`config.mk`:
```
export PLATFORM = sky130hd
export DESIGN_NAME = sonic_obstacle_guard_flat
export DESIGN_NICKNAME = d
export VERILOG_FILES = /design/src/rtl/sonic_obstacle_guard_if.sv /design/src/rtl/sonic_obstacle_guard.sv /design/src/flat_wrapper.sv
export SDC_FILE = /design/constraint.sdc
export NUM_CORES = 1
export LEC_CHECK = 0
export ABC_AREA = 1
export BUFFER_PORTS_ARGS = -buffer_cell sky130_fd_sc_hd__buf_2
export CELL_PAD_IN_SITES_DETAIL_PLACEMENT = 1
export CELL_PAD_IN_SITES_GLOBAL_PLACEMENT = 2
export CORE_UTILIZATION = 32
export DETAILED_ROUTE_END_ITERATION = 6
export HOLD_SLACK_MARGIN = 0.05
export PLACE_DENSITY_LB_ADDON = 0.1
export SLEW_MARGIN = 10
export SYNTH_ARGS = -nofsm -noshare
export SYNTH_HDL_FRONTEND = slang
export SYNTH_SLANG_ARGS = --single-unit
export TNS_END_PERCENT = 10
```
`constraint.sdc`:
```
create_clock -name clk -period 3.5 [get_ports clk]
set_input_delay 0.35 -clock clk [delete_from_list [all_inputs] [get_ports clk]]
set_output_delay 0.35 -clock clk [all_outputs]
set_load 0.05 [all_outputs]
```
`src/rtl/sonic_obstacle_guard_if.sv`:
```
// Bus between the range stage / motor controller side and the obstacle guard.
interface sonic_obstacle_guard_if;
  logic        en;
  logic [19:0] distance;
  logic        sample_tick;
  logic [19:0] dist_filt;
  logic [1:0]  state;
  logic        slow;
  logic        stop;
  logic        fault;

  modport master (
    output en, distance,
    input  sample_tick, dist_filt, state, slow, stop, fault
  );

  modport slave (
    input  en, distance,
    output sample_tick, dist_filt, state, slow, stop, fault
  );
endinterface

```
`src/rtl/sonic_obstacle_guard.sv`:
```
// Obstacle guard: periodic range sampling, zero rejection, median-of-3
// filtering and a hysteretic CLEAR/WARN/STOP level that gates the motors.
//
// state | meaning
// ------+--------------------------------------------------------------
// CLEAR | path free, full speed
// WARN  | obstacle approaching, motors slowed
// STOP  | obstacle close or sensor faulted, motors stopped (reset state)
module sonic_obstacle_guard #(
  parameter int unsigned SAMPLE_CYCLES = 10_000_000,
  parameter int unsigned STOP_CM       = 15,
  parameter int unsigned WARN_CM       = 30,
  parameter int unsigned HYST_CM       = 5,
  parameter int unsigned CONFIRM       = 3,
  parameter int unsigned ZERO_LIMIT    = 5
) (
  input logic                  clk,
  input logic                  rst,
  sonic_obstacle_guard_if.slave bus
);

  typedef enum logic [1:0] {
    ST_CLEAR = 2'b00,
    ST_WARN  = 2'b01,
    ST_STOP  = 2'b10
  } level_t;

  localparam logic [23:0] TC       = 24'(SAMPLE_CYCLES - 1);
  localparam logic [20:0] STOP_T   = 21'(STOP_CM);
  localparam logic [20:0] WARN_T   = 21'(WARN_CM);
  localparam logic [20:0] STOP_REL = 21'(STOP_CM + HYST_CM);
  localparam logic [20:0] WARN_REL = 21'(WARN_CM + HYST_CM);
  localparam logic [3:0]  CONF_N   = 4'(CONFIRM);
  localparam logic [3:0]  ZLIM     = 4'(ZERO_LIMIT);

  logic [23:0] timer;
  logic        tick;
  logic [19:0] h0, h1, h2;
  logic [1:0]  fill;
  logic [3:0]  zero_cnt;
  logic        cap_eval;
  logic [19:0] filt;
  logic        eval;
  logic        fault;
  logic        fault_next;
  level_t      state_q, state_next;
  logic [3:0]  conf, conf_next;
  logic        slow_q, stop_q;
  logic [20:0] filt_w;

  function automatic logic [19:0] median3(input logic [19:0] a, b, c);
    logic [19:0] lo, hi;
    lo = (a < b) ? a : b;
    hi = (a < b) ? b : a;
    median3 = (c < lo) ? lo : ((c > hi) ? hi : c);
  endfunction

  // Sample window timer; only this stage is frozen by en.
  always_ff @(posedge clk or posedge rst) begin
    if (rst) begin
      timer <= '0;
      tick  <= 1'b0;
    end else if (bus.en) begin
      tick  <= (timer == TC);
      timer <= (timer == TC) ? '0 : timer + 24'd1;
    end else begin
      tick  <= 1'b0;
    end
  end

  // Capture: nonzero readings enter history, zero readings are only counted.
  always_ff @(posedge clk or posedge rst) begin
    if (rst) begin
      h0       <= '0;
      h1       <= '0;
      h2       <= '0;
      fill     <= '0;
      zero_cnt <= '0;
      cap_eval <= 1'b0;
    end else begin
      cap_eval <= 1'b0;
      if (tick) begin
        if (bus.distance != 20'd0) begin
          h0       <= bus.distance;
          h1       <= h0;
          h2       <= h1;
          zero_cnt <= '0;
          if (fill != 2'd3) fill <= fill + 2'd1;
          // fill is pre-increment here, so >=2 means history is full after this shift
          cap_eval <= (fill >= 2'd2);
        end else if (zero_cnt != ZLIM) begin
          zero_cnt <= zero_cnt + 4'd1;
        end
      end
    end
  end

  assign fault_next = (zero_cnt == ZLIM);

  // Median filter stage, evaluation strobe and sensor fault flag.
  always_ff @(posedge clk or posedge rst) begin
    if (rst) begin
      filt  <= '0;
      eval  <= 1'b0;
      fault <= 1'b0;
    end else begin
      eval  <= cap_eval;
      fault <= fault_next;
      if (cap_eval) filt <= median3(h0, h1, h2);
    end
  end

  assign filt_w = {1'b0, filt};

  // Next level and confirm count: escalate at once, relax one level per CONFIRM evals.
  always_comb begin
    state_next = state_q;
    conf_next  = conf;
    if (fault_next) begin
      state_next = ST_STOP;
      conf_next  = '0;
    end else begin
      case (state_q)
        ST_CLEAR: begin
          if (eval) begin
            conf_next = '0;
            if (filt_w < STOP_T)      state_next = ST_STOP;
            else if (filt_w < WARN_T) state_next = ST_WARN;
          end
        end
        ST_WARN: begin
          if (eval) begin
            if (filt_w < STOP_T) begin
              state_next = ST_STOP;
              conf_next  = '0;
            end else if (filt_w >= WARN_REL) begin
              if (conf + 4'd1 == CONF_N) begin
                state_next = ST_CLEAR;
                conf_next  = '0;
              end else begin
                conf_next = conf + 4'd1;
              end
            end else begin
              conf_next = '0;
            end
          end
        end
        ST_STOP: begin
          if (eval) begin
            if (filt_w >= STOP_REL) begin
              if (conf + 4'd1 == CONF_N) begin
                state_next = ST_WARN;
                conf_next  = '0;
              end else begin
                conf_next = conf + 4'd1;
              end
            end else begin
              conf_next = '0;
            end
          end
        end
        default: begin
          state_next = ST_STOP;
          conf_next  = '0;
        end
      endcase
    end
  end

  // Level register plus motor gates decoded from the next level so they align with state.
  always_ff @(posedge clk or posedge rst) begin
    if (rst) begin
      state_q <= ST_STOP;
      conf    <= '0;
      slow_q  <= 1'b0;
      stop_q  <= 1'b1;
    end else begin
      state_q <= state_next;
      conf    <= conf_next;
      slow_q  <= (state_next == ST_WARN);
      stop_q  <= (state_next == ST_STOP) || fault_next;
    end
  end

  assign bus.sample_tick = tick;
  assign bus.dist_filt   = filt;
  assign bus.state       = state_q;
  assign bus.slow        = slow_q;
  assign bus.stop        = stop_q;
  assign bus.fault       = fault;

endmodule
```
`src/flat_wrapper.sv`:
```
// flat-port wrapper written by rule: the top's interface ports become plain ports
module sonic_obstacle_guard_flat 
#(
  parameter int unsigned SAMPLE_CYCLES = 10_000_000,
  parameter int unsigned STOP_CM       = 15,
  parameter int unsigned WARN_CM       = 30,
  parameter int unsigned HYST_CM       = 5,
  parameter int unsigned CONFIRM       = 3,
  parameter int unsigned ZERO_LIMIT    = 5
)
  (clk, rst, bus_en, bus_distance, bus_sample_tick, bus_dist_filt, bus_state, bus_slow, bus_stop, bus_fault);
  sonic_obstacle_guard_if bus_i ();
  input logic clk;
  input logic rst;
  input wire logic [$bits(bus_i.en)-1:0] bus_en;
  input wire logic [$bits(bus_i.distance)-1:0] bus_distance;
  output wire logic [$bits(bus_i.sample_tick)-1:0] bus_sample_tick;
  output wire logic [$bits(bus_i.dist_filt)-1:0] bus_dist_filt;
  output wire logic [$bits(bus_i.state)-1:0] bus_state;
  output wire logic [$bits(bus_i.slow)-1:0] bus_slow;
  output wire logic [$bits(bus_i.stop)-1:0] bus_stop;
  output wire logic [$bits(bus_i.fault)-1:0] bus_fault;
  assign bus_i.en = bus_en;
  assign bus_i.distance = bus_distance;
  assign bus_sample_tick = bus_i.sample_tick;
  assign bus_dist_filt = bus_i.dist_filt;
  assign bus_state = bus_i.state;
  assign bus_slow = bus_i.slow;
  assign bus_stop = bus_i.stop;
  assign bus_fault = bus_i.fault;
  sonic_obstacle_guard #(.SAMPLE_CYCLES(SAMPLE_CYCLES), .STOP_CM(STOP_CM), .WARN_CM(WARN_CM), .HYST_CM(HYST_CM), .CONFIRM(CONFIRM), .ZERO_LIMIT(ZERO_LIMIT)) u_core (.clk(clk), .rst(rst), .bus(bus_i));
endmodule
```
==> summary.txt <==
STA
  • Achievable clock frequency: 0.273 GHz
  • Fin crit share: 105%
  • Pins over their slew limit: 0
  • Max_slew headroom: 25.1%
  • Fin Hold WS: 0.137 ns
  • Setup Skew: 0.00728 ns
  • Total negative slack: -1.50 ns
  • Unrepaired setup endpoints after global routing: yes
  • Final hold violation count: 0
  • Setup violators final: 20
  • Final WS setup: -0.162 ns
  • Measured slew at the worst slew-check pin: 1.12 ns
  • Post-layout min period: 3.66 ns

Clock tree
  • Cts hold-fix bufs: 0
  • Total CTS buffers: 17
  • Clock net sink count: 122
  • CTS tree: built
  • CTS H-tree lvls: 4
  • Root buf cell: clkbuf_16
  • Maximum buffer depth of the clock tree: 2
  • Skew-Pair Late Insertion Delay: 0.43 ns
  • Clk pin slew, worst setup/hold paths: 0.06 ns

Layout
  • Synthesis-to-finish area growth: 43.0%
  • Nets@finish: 1255
  • Final instance area: 10700 µm²
  • N_diodes: 0
  • Post-layout util: 47.0%
  • Fillers: 2746
  • Layout cells sized above 1: 31.3%

Yosys
  • Mapped Area: 7510 µm²
  • Syn Area/Cell: 7.63 µm²
  • Warnings from Yosys: 0
  • Post-synthesis instance total: 984
  • FFs w/ async S/R, synth: 100%
  • Syn_nets: 1076
  • Synth Flop Type: dfrtp_1
  • Post-synthesis sequential area ratio: 40.7%
  • Yosys reg bits: 122
  • Synth cell types: 41
  • Post-synth EDFFs: 0

Power and ir drop
  • Max VDD drop: 0.291 mV
  • Clock Power Share: 40.3%
  • Internal Dissipation: 3.06 mW
  • Switching Fraction: 30.2%
  • Leakage: 5.29 nW
  • P_sw: 1.32 mW
  • Power density cells: 408 nW/µm²
  • Sequential share of power: 35.6%
  • Combinational Power Share: 24.1%

Global route
  • Number of global-route vias before repair: 6974
  • Gr usage total: 19.9%
  • Largest net degree at the start of global routing: 85
  • Total grt overflow: 0
  • Initial antenna violation count: 0
  • First-pass GRT wire length: 37.0 mm

Route
  • Routed len/inst: 16.6 µm
  • Final WL: 24.8 mm
  • Drt drc: 0
  • Vias per inst: 4.85
  • DRT iter0 DRCs: 345
  • First-pass DRT Iterations: 4
  • Antenna Nets Post-Route: 0
  • Via count: 7215

Floorplan
  • Die width: 155 µm
  • Initial Util: 32.9%
  • Chip height: 155 µm
  • I/O Pins: 49
  • Num rows: 55
  • Core area: 22800 µm²
  • Die Area: 24100 µm²

Critical path
  • Worst path depth: 26
  • Reg2reg setup slack: -0.16 ns
  • Critical path launch point type: flop
  • Crit path top cell by count: nand2_1
  • Setup CP Type: flop to flop
  • Worst Setup End Kind: flop
  • Slowest stage delay, CP: 0.39 ns
  • CP max FO: 8
  • FF-to-FF path depth: 26
  • Delay-heaviest family, CP: simple AND/OR/NAND/NOR gates
  • Critical Path Slowest Stage Cell: dfrtp_1
  • CP arrival: 3.98 ns
  • Critical path required time: 3.82 ns
  • Buf+Inv Stages, Crit Path: 6

Flow run
  • Maxcap violations: 0

Placed design
  • Final HPWL DP: 17.0 mm
  • Placed Area: 8890 µm²
  • GPL Wtd Cong: 0.841
  • Port Buffers: 48

Hold path
  • HP Class: input port to asynchronous set/reset pin

Status
  • Failing checks: setup timing
  • Status: finished, violations left
registers in the layout (all words and copies together) (netlist names):
register / flops
u_core.timer: 24
u_core.bus.dist_filt: 20
u_core.h0: 20
u_core.h1: 20
u_core.h2: 20
u_core.conf: 4
u_core.zero_cnt: 4
u_core.bus.state: 2
u_core.fill: 2
u_core.bus.fault: 1
u_core.bus.sample_tick: 1
u_core.bus.slow: 1
u_core.bus.stop: 1
u_core.cap_eval: 1
u_core.eval: 1
placed cells by master, fill, tap and decap left out, drive strengths merged:
cell      count
nand2       273
nand4        14
o221ai        2
a41oi         2
a31oi         2
o21a          2
o211ai        1
or2           1
nor3         11
nand3        66
xor2         11
o2111ai       1
clkinv        8
nor4         11
a21boi        1
inv         116
a211oi        3
clkinvlp      3
bufinv        2
a21oi        35
nand3b        1
dfrtp       120
o31ai         3
buf         187
clkbuf       30
a211o         1
dfstp         2
ha           69
nor3b         1
nor2         52
o21ai       141
xnor2         1
a21o          3
metal layers:
| metal | wire (µm) | up-vias | track usage, % | share of wire [%] |
|---|---|---|---|---|
| met5 | 0 | - | 0 | 0 |
| met4 | 314 | 0 | 5.28 | 1.3 |
| met3 | 532 | 26 | 2.98 | 2.1 |
| met2 | 11400 | 80 | 29.7 | 46 |
| met1 | 12500 | 3488 | 29.8 | 51 |
| li1 | - | 3621 | - | - |
power by group through the flow:
stage / clock (mW) / sequential (mW) / combinational (mW)
2_1_floorplan: 0 / 1.61 / 0.403
3_3_place_gp: 0 / 1.57 / 0.763
3_5_place_dp: 0 / 1.58 / 0.776
4_1_cts: 1.81 / 1.55 / 0.821
5_1_grt: 1.87 / 1.57 / 1.17
6_report: 1.76 / 1.56 / 1.06
cell families after synthesis:
| family | share of synthesized area [%] |
|---|---|
| buffers and inverters | 8.20 |
| adders and majority gates | 11.5 |
| xor gates and xnor gates | 1.40 |
| AOI/OAI and AO/OA | 14.0 |
| DFF | 40.7 |
| and+or+nand+nor | 24.2 |
layout make-up:
| class | instances | area, µm² | area share, % |
|---|---|---|---|
| Timing Repair Buffer | 196 | 1690 | 15.8 |
| Clock inverter | 11 | 121 | 1.13 |
| Tap cell | 313 | 392 | 3.65 |
| Sequential cell | 122 | 3060 | 28.5 |
| Multi-Input combinational cell | 708 | 4560 | 42.5 |
| Clock buffer | 21 | 460 | 4.29 |
| Inverter | 118 | 452 | 4.21 |
path summary, 6_finish.rpt:
check,from,endpoint
hold / removal,rst,u_core.h0[12]$_DFFE_PP0P_
max in group asynchronous,rst,u_core.bus.state[1]$_DFF_PP1_
hold reg to reg,u_core.bus.dist_filt[12]$_DFFE_PP0P_,u_core.bus.dist_filt[12]$_DFFE_PP0P_
min in group clk,bus_distance[13],u_core.h0[13]$_DFFE_PP0P_
setup / recovery,u_core.h1[14]$_DFFE_PP0P_,u_core.bus.dist_filt[9]$_DFFE_PP0P_
setup reg to reg,u_core.h1[14]$_DFFE_PP0P_,u_core.bus.dist_filt[9]$_DFFE_PP0P_
timing repair:
item	CTS	global route
endpoints found under the hold margin	0	0
cloned	1	12
buffers inserted	1	23
pin swaps	3	42
resized for setup	44	172
setup endpoints to repair	20	20
worst reg2reg max path: cells and delay by family, from the launching register on:
kind	cells	cell delay (ns)
adders and majority gates	2	0.54
AOI/OAI and AO/OA	6	0.78
and+or+nand+nor	12	1.10
DFF	1	0.39
buffers and inverters	6	0.74
stage by stage:
stage          setup slack [ns]  total power [mW]  cells
6_report                 -0.162              4.38   1489
5_1_grt                  -0.371              4.60   1489
4_1_cts                 -0.0587              4.18   1454
3_5_place_dp             -0.357              2.35   1420
3_3_place_gp             -0.316              2.34   1420
2_1_floorplan             0.255              2.01    984
cell usage after synthesis (3+ instances only):
cell type	count	share of area (%)
a211oi_1	3	0.30
a21o_1	3	0.30
a21oi_1	34	2.3
buf_1	4	0.20
buf_2	7	0.47
buf_4	7	0.70
clkbuf_1	16	0.80
dfrtp_1	120	40
ha_1	69	12
inv_1	115	5.8
inv_2	3	0.15
nand2_1	271	14
nand3_1	65	4.3
nand4_1	14	1.2
nor2_1	50	2.5
nor3_1	10	0.67
nor4_1	10	0.83
o21ai_0	137	9.1
o21ai_1	4	0.27
o31ai_1	3	0.30
xor2_1	11	1.3
(Power assumes the default switching activity.)
